**src/rtl/pipe_ctrl.sv**
```systemverilog
// Pipeline sequencing/hazard control: run/drain/halt FSM, per-stage valid and
// halt-marker bits, stall bubbles, redirect flush, irq tagging, perf counters.

module pipe_ctrl_slot (
  input  logic clk,
  input  logic rst_n,
  input  logic flush,
  input  logic hold,
  input  logic in_vld,
  input  logic in_mark,
  output logic vld,
  output logic mark
);
  always_ff @(posedge clk or negedge rst_n) begin
    if (!rst_n) begin
      vld  <= 1'b0;
      mark <= 1'b0;
    end else if (flush) begin
      vld  <= 1'b0;
      mark <= 1'b0;
    end else if (!hold) begin
      vld  <= in_vld;
      mark <= in_mark;
    end
  end
endmodule

module pipe_ctrl #(
  parameter int STAGES      = 5,
  parameter int FLUSH_DEPTH = 1,
  parameter int NUM_IRQ     = 2,
  parameter int CNT_W       = 32
) (
  input  logic               clk,
  input  logic               rst_n,
  input  logic               go,
  input  logic               halt_fetched,
  input  logic [STAGES-1:0]  stall_req,
  input  logic               redirect,
  input  logic [NUM_IRQ-1:0] irq,
  output logic               fetch_en,
  output logic [STAGES-1:0]  stage_en,
  output logic [STAGES-1:0]  stage_valid,
  output logic [NUM_IRQ-1:0] stage0_irq,
  output logic               irq_ack,
  output logic               halt,
  output logic [1:0]         state,
  output logic [CNT_W-1:0]   cycle_cnt,
  output logic [CNT_W-1:0]   retire_cnt
);
  typedef enum logic [1:0] {IDLE = 2'd0, RUN = 2'd1, DRAIN = 2'd2, HALTED = 2'd3} state_t;

  state_t              st_q, st_d;
  logic [STAGES-1:0]   hold, flush, vld_pipe, mark_pipe, in_vld, in_mark;
  logic [NUM_IRQ-1:0]  pend_q, grant, take;
  logic                retire, mark_out, mark_killed;

  always_comb begin
    hold = '0;
    hold[STAGES-1] = stall_req[STAGES-1];
    for (int i = STAGES-2; i >= 0; i--) hold[i] = hold[i+1] | stall_req[i];
  end

  always_comb begin
    flush = '0;
    for (int i = 0; i < FLUSH_DEPTH; i++) flush[i] = redirect;
  end

  assign fetch_en = (st_q == RUN) && !hold[0];
  assign stage_en = ~hold | flush;

  // A flushed instruction is killed, so the stage behind the flush window sees a bubble.
  genvar g;
  generate
    for (g = 0; g < STAGES; g++) begin : g_slot
      if (g == 0) begin : g_head
        assign in_vld[g]  = fetch_en;
        assign in_mark[g] = fetch_en & halt_fetched;
      end else begin : g_body
        assign in_vld[g]  = vld_pipe[g-1] & ~hold[g-1] & ~flush[g-1];
        assign in_mark[g] = in_vld[g] & mark_pipe[g-1];
      end
      pipe_ctrl_slot u_slot (
        .clk     (clk),
        .rst_n   (rst_n),
        .flush   (flush[g]),
        .hold    (hold[g]),
        .in_vld  (in_vld[g]),
        .in_mark (in_mark[g]),
        .vld     (vld_pipe[g]),
        .mark    (mark_pipe[g])
      );
    end
  endgenerate

  assign retire      = vld_pipe[STAGES-1] & ~hold[STAGES-1];
  assign mark_out    = retire & mark_pipe[STAGES-1];
  assign mark_killed = |(mark_pipe & vld_pipe & flush);

  // Lowest pending line wins; tag is consumed at decode so only register 0 carries it.
  assign grant = pend_q & (~pend_q + NUM_IRQ'(1));
  assign take  = fetch_en ? grant : '0;

  always_ff @(posedge clk or negedge rst_n) begin
    if (!rst_n) begin
      pend_q     <= '0;
      stage0_irq <= '0;
    end else begin
      pend_q <= irq | (pend_q & ~take);
      if (flush[0])     stage0_irq <= '0;
      else if (!hold[0]) stage0_irq <= take;
    end
  end

  always_comb begin
    st_d = st_q;
    case (st_q)
      IDLE:    if (go) st_d = RUN;
      // a halt fetched under a same-cycle redirect is wrong-path and never enters
      RUN:     if (halt_fetched && fetch_en && !redirect) st_d = DRAIN;
      DRAIN:   if (mark_out) st_d = HALTED;
               else if (mark_killed) st_d = RUN;
      HALTED:  if (go) st_d = RUN;
      default: st_d = IDLE;
    endcase
  end

  always_ff @(posedge clk or negedge rst_n) begin
    if (!rst_n) begin
      st_q       <= IDLE;
      cycle_cnt  <= '0;
      retire_cnt <= '0;
    end else begin
      st_q <= st_d;
      if ((st_q == RUN || st_q == DRAIN) && cycle_cnt != '1)
        cycle_cnt <= cycle_cnt + CNT_W'(1);
      if (retire && retire_cnt != '1)
        retire_cnt <= retire_cnt + CNT_W'(1);
    end
  end

  assign stage_valid = vld_pipe;
  assign irq_ack     = |stage0_irq;
  assign halt        = (st_q == HALTED);
  assign state       = st_q;
endmodule
```
**config.mk**
```make
export PLATFORM = sky130hd
export DESIGN_NAME = pipe_ctrl
export DESIGN_NICKNAME = d
export VERILOG_FILES = /design/src/rtl/pipe_ctrl.sv
export SDC_FILE = /design/constraint.sdc
export NUM_CORES = 1
export LEC_CHECK = 0
export ABC_AREA = 1
export CORE_MARGIN = 4
export CORE_UTILIZATION = 40
export CTS_CLUSTER_SIZE = 28
export DETAILED_ROUTE_END_ITERATION = 12
export PLACE_DENSITY = 0.65
export SLEW_MARGIN = 20
export SYNTH_ARGS = -nofsm -noshare
export SYNTH_HDL_FRONTEND = slang
export SYNTH_SLANG_ARGS = --single-unit
```
**constraint.sdc**
```tcl
create_clock -name clk -period 3.55 [get_ports clk]
set_input_delay 0.8875 -clock clk [delete_from_list [all_inputs] [get_ports clk]]
set_output_delay 0.8875 -clock clk [all_outputs]
set_load 0.05 [all_outputs]
```
==> impl_metrics.json <==
{
  "status": "finished clean",
  "place.gp.congestion": 0.8815,
  "root_buffer": "clkbuf_16",
  "hold_class": "reg -> reg",
  "drtIter0Drc": 294,
  "fin_skew_ps": 9.384,
  "power_density_nw_per_um2": 441.4,
  "grt_antenna_before_repair": 0,
  "diodes": 0,
  "max_stage_delay_ps": 480,
  "ys_top_cells_by_area": "dfrtp_1 40%, nand2_1 26%, nor2_1 7.0%, inv_1 3.9%, nand3b_1 3.9%",
  "internal_power_mw": 1.758,
  "p_switching_mw": 1.027,
  "synthDistinctLibCells": 31,
  "die_w_um": 119.3,
  "end_kind": "output port",
  "track_usage": 0.1878,
  "wl_per_cell_um": 13.17,
  "mostFrequentLayoutCells": "345 x nand2_1, 93 x nor2_1, 86 x clkdlybuf4s50_1, 80 x dfrtp_1, 52 x inv_1",
  "netlist_instances": 726,
  "port_buffers": 92,
  "num_rows": 40,
  "synth_xor_area_frac": 0.04041,
  "synth_top_family_by_area": "simple AND/OR/NAND/NOR gates",
  "die_y_um": 119.3,
  "synth_area_leader_cell": "dfrtp_1",
  "clockBufferDepth": 2,
  "numCtsBuffers": 9,
  "setup.worst_path.start": "stall_req[4]",
  "r2r_start": "retire_cnt[0]$_DFFE_PN0P_",
  "yosysWarningCount": 0,
  "vias_per_cell": 4.842,
  "finalHoldViolations": 0,
  "leakage_nw": 2.792,
  "pwr-share-comb": 0.291,
  "wl_um": 13020,
  "drive_above_1_share": 0.05968,
  "post_layout_nonfiller_instances": 989,
  "tightest_slew_ps": 751.0,
  "cp_slowest_cell": "clkdlybuf4s50_1",
  "worstPathCellList": "clkdlybuf4s50_1 -> nor2_2 -> nand3_1 -> nor2_1 -> inv_1 -> nor2_2 -> buf_12",
  "clock-sinks": 80,
  "core-area_um2": 12060,
  "syn-cell-area_um2": 4954,
  "synth-compound-area-share": 0.03536,
  "avgSynthCellArea_um2": 6.823,
  "clk_pin_slew_ps": 60,
  "cp_top_family": "simple AND/OR/NAND/NOR gates",
  "hpwl_um": 9685,
  "yosys.area_share.simple": 0.4403,
  "synth_fp_nets": 743,
  "switching_share": 0.3688,
  "cts_hold_buffers": 0,
  "clock_latency_ps": 340,
  "fmax_mhz": 298.8,
  "min_period_ps": 3346,
  "seq_area_frac_synth": 0.4041,
  "drt_first_pass_iters": 5,
  "io_pins": 93,
  "rsz0062_at_grt": "false",
  "num-nets-final": 833,
  "p_seq_frac": 0.369,
  "peakVddDrop_v": 0.0004839,
  "route.detailed.drc": 0,
  "cts_resized": 0,
  "finalSetupViolCount": 0,
  "synth_top_area_share": 0.4041,
  "drv_cap": 0,
  "grt_pass1_wl_um": 21780,
  "cp_data_required_time_ps": 2660,
  "grt_overflow": 0,
  "path_buf_inv": 3,
  "initial_core_util": 0.4107,
  "tns_ps": 0,
  "critPathMostFrequentCell": "nor2_2",
  "cts_tree": "done",
  "detail-route-antenna-nets": 0,
  "fin_crit_sh": 0.9426,
  "synth_seq_cells": 80,
  "area_delta_synth_final_pct": 27.38,
  "criticalPathCategory": "in -> out",
  "synthAdderAreaFrac": 0.01263,
  "worstPathArrival_ps": 2460,
  "p_clk_frac": 0.340,
  "critical_path_peak_fanout": 5,
  "mostFrequentLayoutCell": "nand2_1",
  "grt_pass1_vias": 4595,
  "dieArea_um2": 14230,
  "vias": 4789,
  "dp_cells": 973,
  "post_cts.repair.setup_buffers": 0,
  "grt_max_degree": 81,
  "synthMuxAreaShare": 0,
  "crit_path_start_kind": "input port",
  "h-tree-depth": 3,
  "slew_headroom": 0.4993,
  "hp-start": "pend_q[1]$_DFF_PN0_",
  "drv_slew": 0
}
==> cells in the mapped netlist (all sizes together) <==
library cell,instances
nand2,353
nor2,105
dfrtp,80
inv,54
nand3,28
nand3b,26
o21ai,22
buf,15
xnor2,13
xor2,9
ha,5
nand4,4
o22ai,4
a21oi,2
nor3,2
o21bai,2
a21o,1
or2,1
==> cell families after synthesis <==
logic type / after synthesis
AOI/OAI and AO/OA: 31
xor gates and xnor gates: 22
adders and majority gates: 5
buffers and inverters: 69
DFF: 80
and+or+nand+nor: 519
==> routing by layer <==
layer | GRT usage | wire (µm) | share of wire | vias to the layer above
met5 | 0 | 0 | 0 | -
li1 | - | - | - | 2425
met2 | 0.3144 | 6127 | 0.47 | 117
met4 | 0.08038 | 285 | 0.022 | 0
met3 | 0.04131 | 694 | 0.053 | 16
met1 | 0.2326 | 5913 | 0.45 | 2231
==> state kept, by name (all words and copies together), names as in the netlist <==
name	cells
pend_q	2
g_slot.u_slot.vld	5
g_slot.u_slot.mark	5
state	2
retire_cnt	32
cycle_cnt	32
stage0_irq	2
==> power groups by stage <==
stage	Clock, mW	Combinational (mW)	Sequential [mW]
6_report	0.947	0.810	1.03
5_1_grt	1.01	0.884	1.04
4_1_cts	0.974	0.823	1.03
3_5_place_dp	0	0.821	1.04
3_3_place_gp	0	0.801	1.04
2_1_floorplan	0	0.464	1.18
==> layout make-up <==
type / count / area (µm²)
well taps: 168 / 210.2
repair buffers: 94 / 974.7
flip-flops and latches: 80 / 2002
inverters: 54 / 205.2
clock buffers: 12 / 246.5
fillers: 1196 / 5752
clock inverters: 4 / 52.55
multi-input cells: 577 / 2619
==> per-stage QoR <==
| stage | total power [mW] | hold slack, ps | cell area, µm² | worst slack (ps) | util |
|---|---|---|---|---|---|
| finish | 2.785 | 480.3 | 6310 | 203.6 | 0.5231 |
| global route | 2.931 | 504.6 | 6310 | 43.91 | 0.5231 |
| CTS | 2.825 | 483.8 | 6306 | 202.4 | 0.5228 |
| detailed placement | 1.865 | 469.7 | 6007 | 204.5 | 0.4980 |
| global placement | 1.844 | 465.4 | 6007 | 279.7 | 0.4980 |
| floorplan | 1.644 | 452.0 | 4954 | 335.6 | - |
==> final timing paths <==
check	to	cells past startpoint	slack (ps)
setup / recovery	fetch_en	7	200
hold / removal	pend_q[1]$_DFF_PN0_	1	480
setup reg to reg	retire_cnt[2]$_DFFE_PN0P_	10	1420
hold reg to reg	pend_q[1]$_DFF_PN0_	1	480
max in group asynchronous	cycle_cnt[10]$_DFFE_PN0P_	1	2450
min in group asynchronous	retire_cnt[19]$_DFFE_PN0P_	1	590
Power figures use the tool's default switching activity.
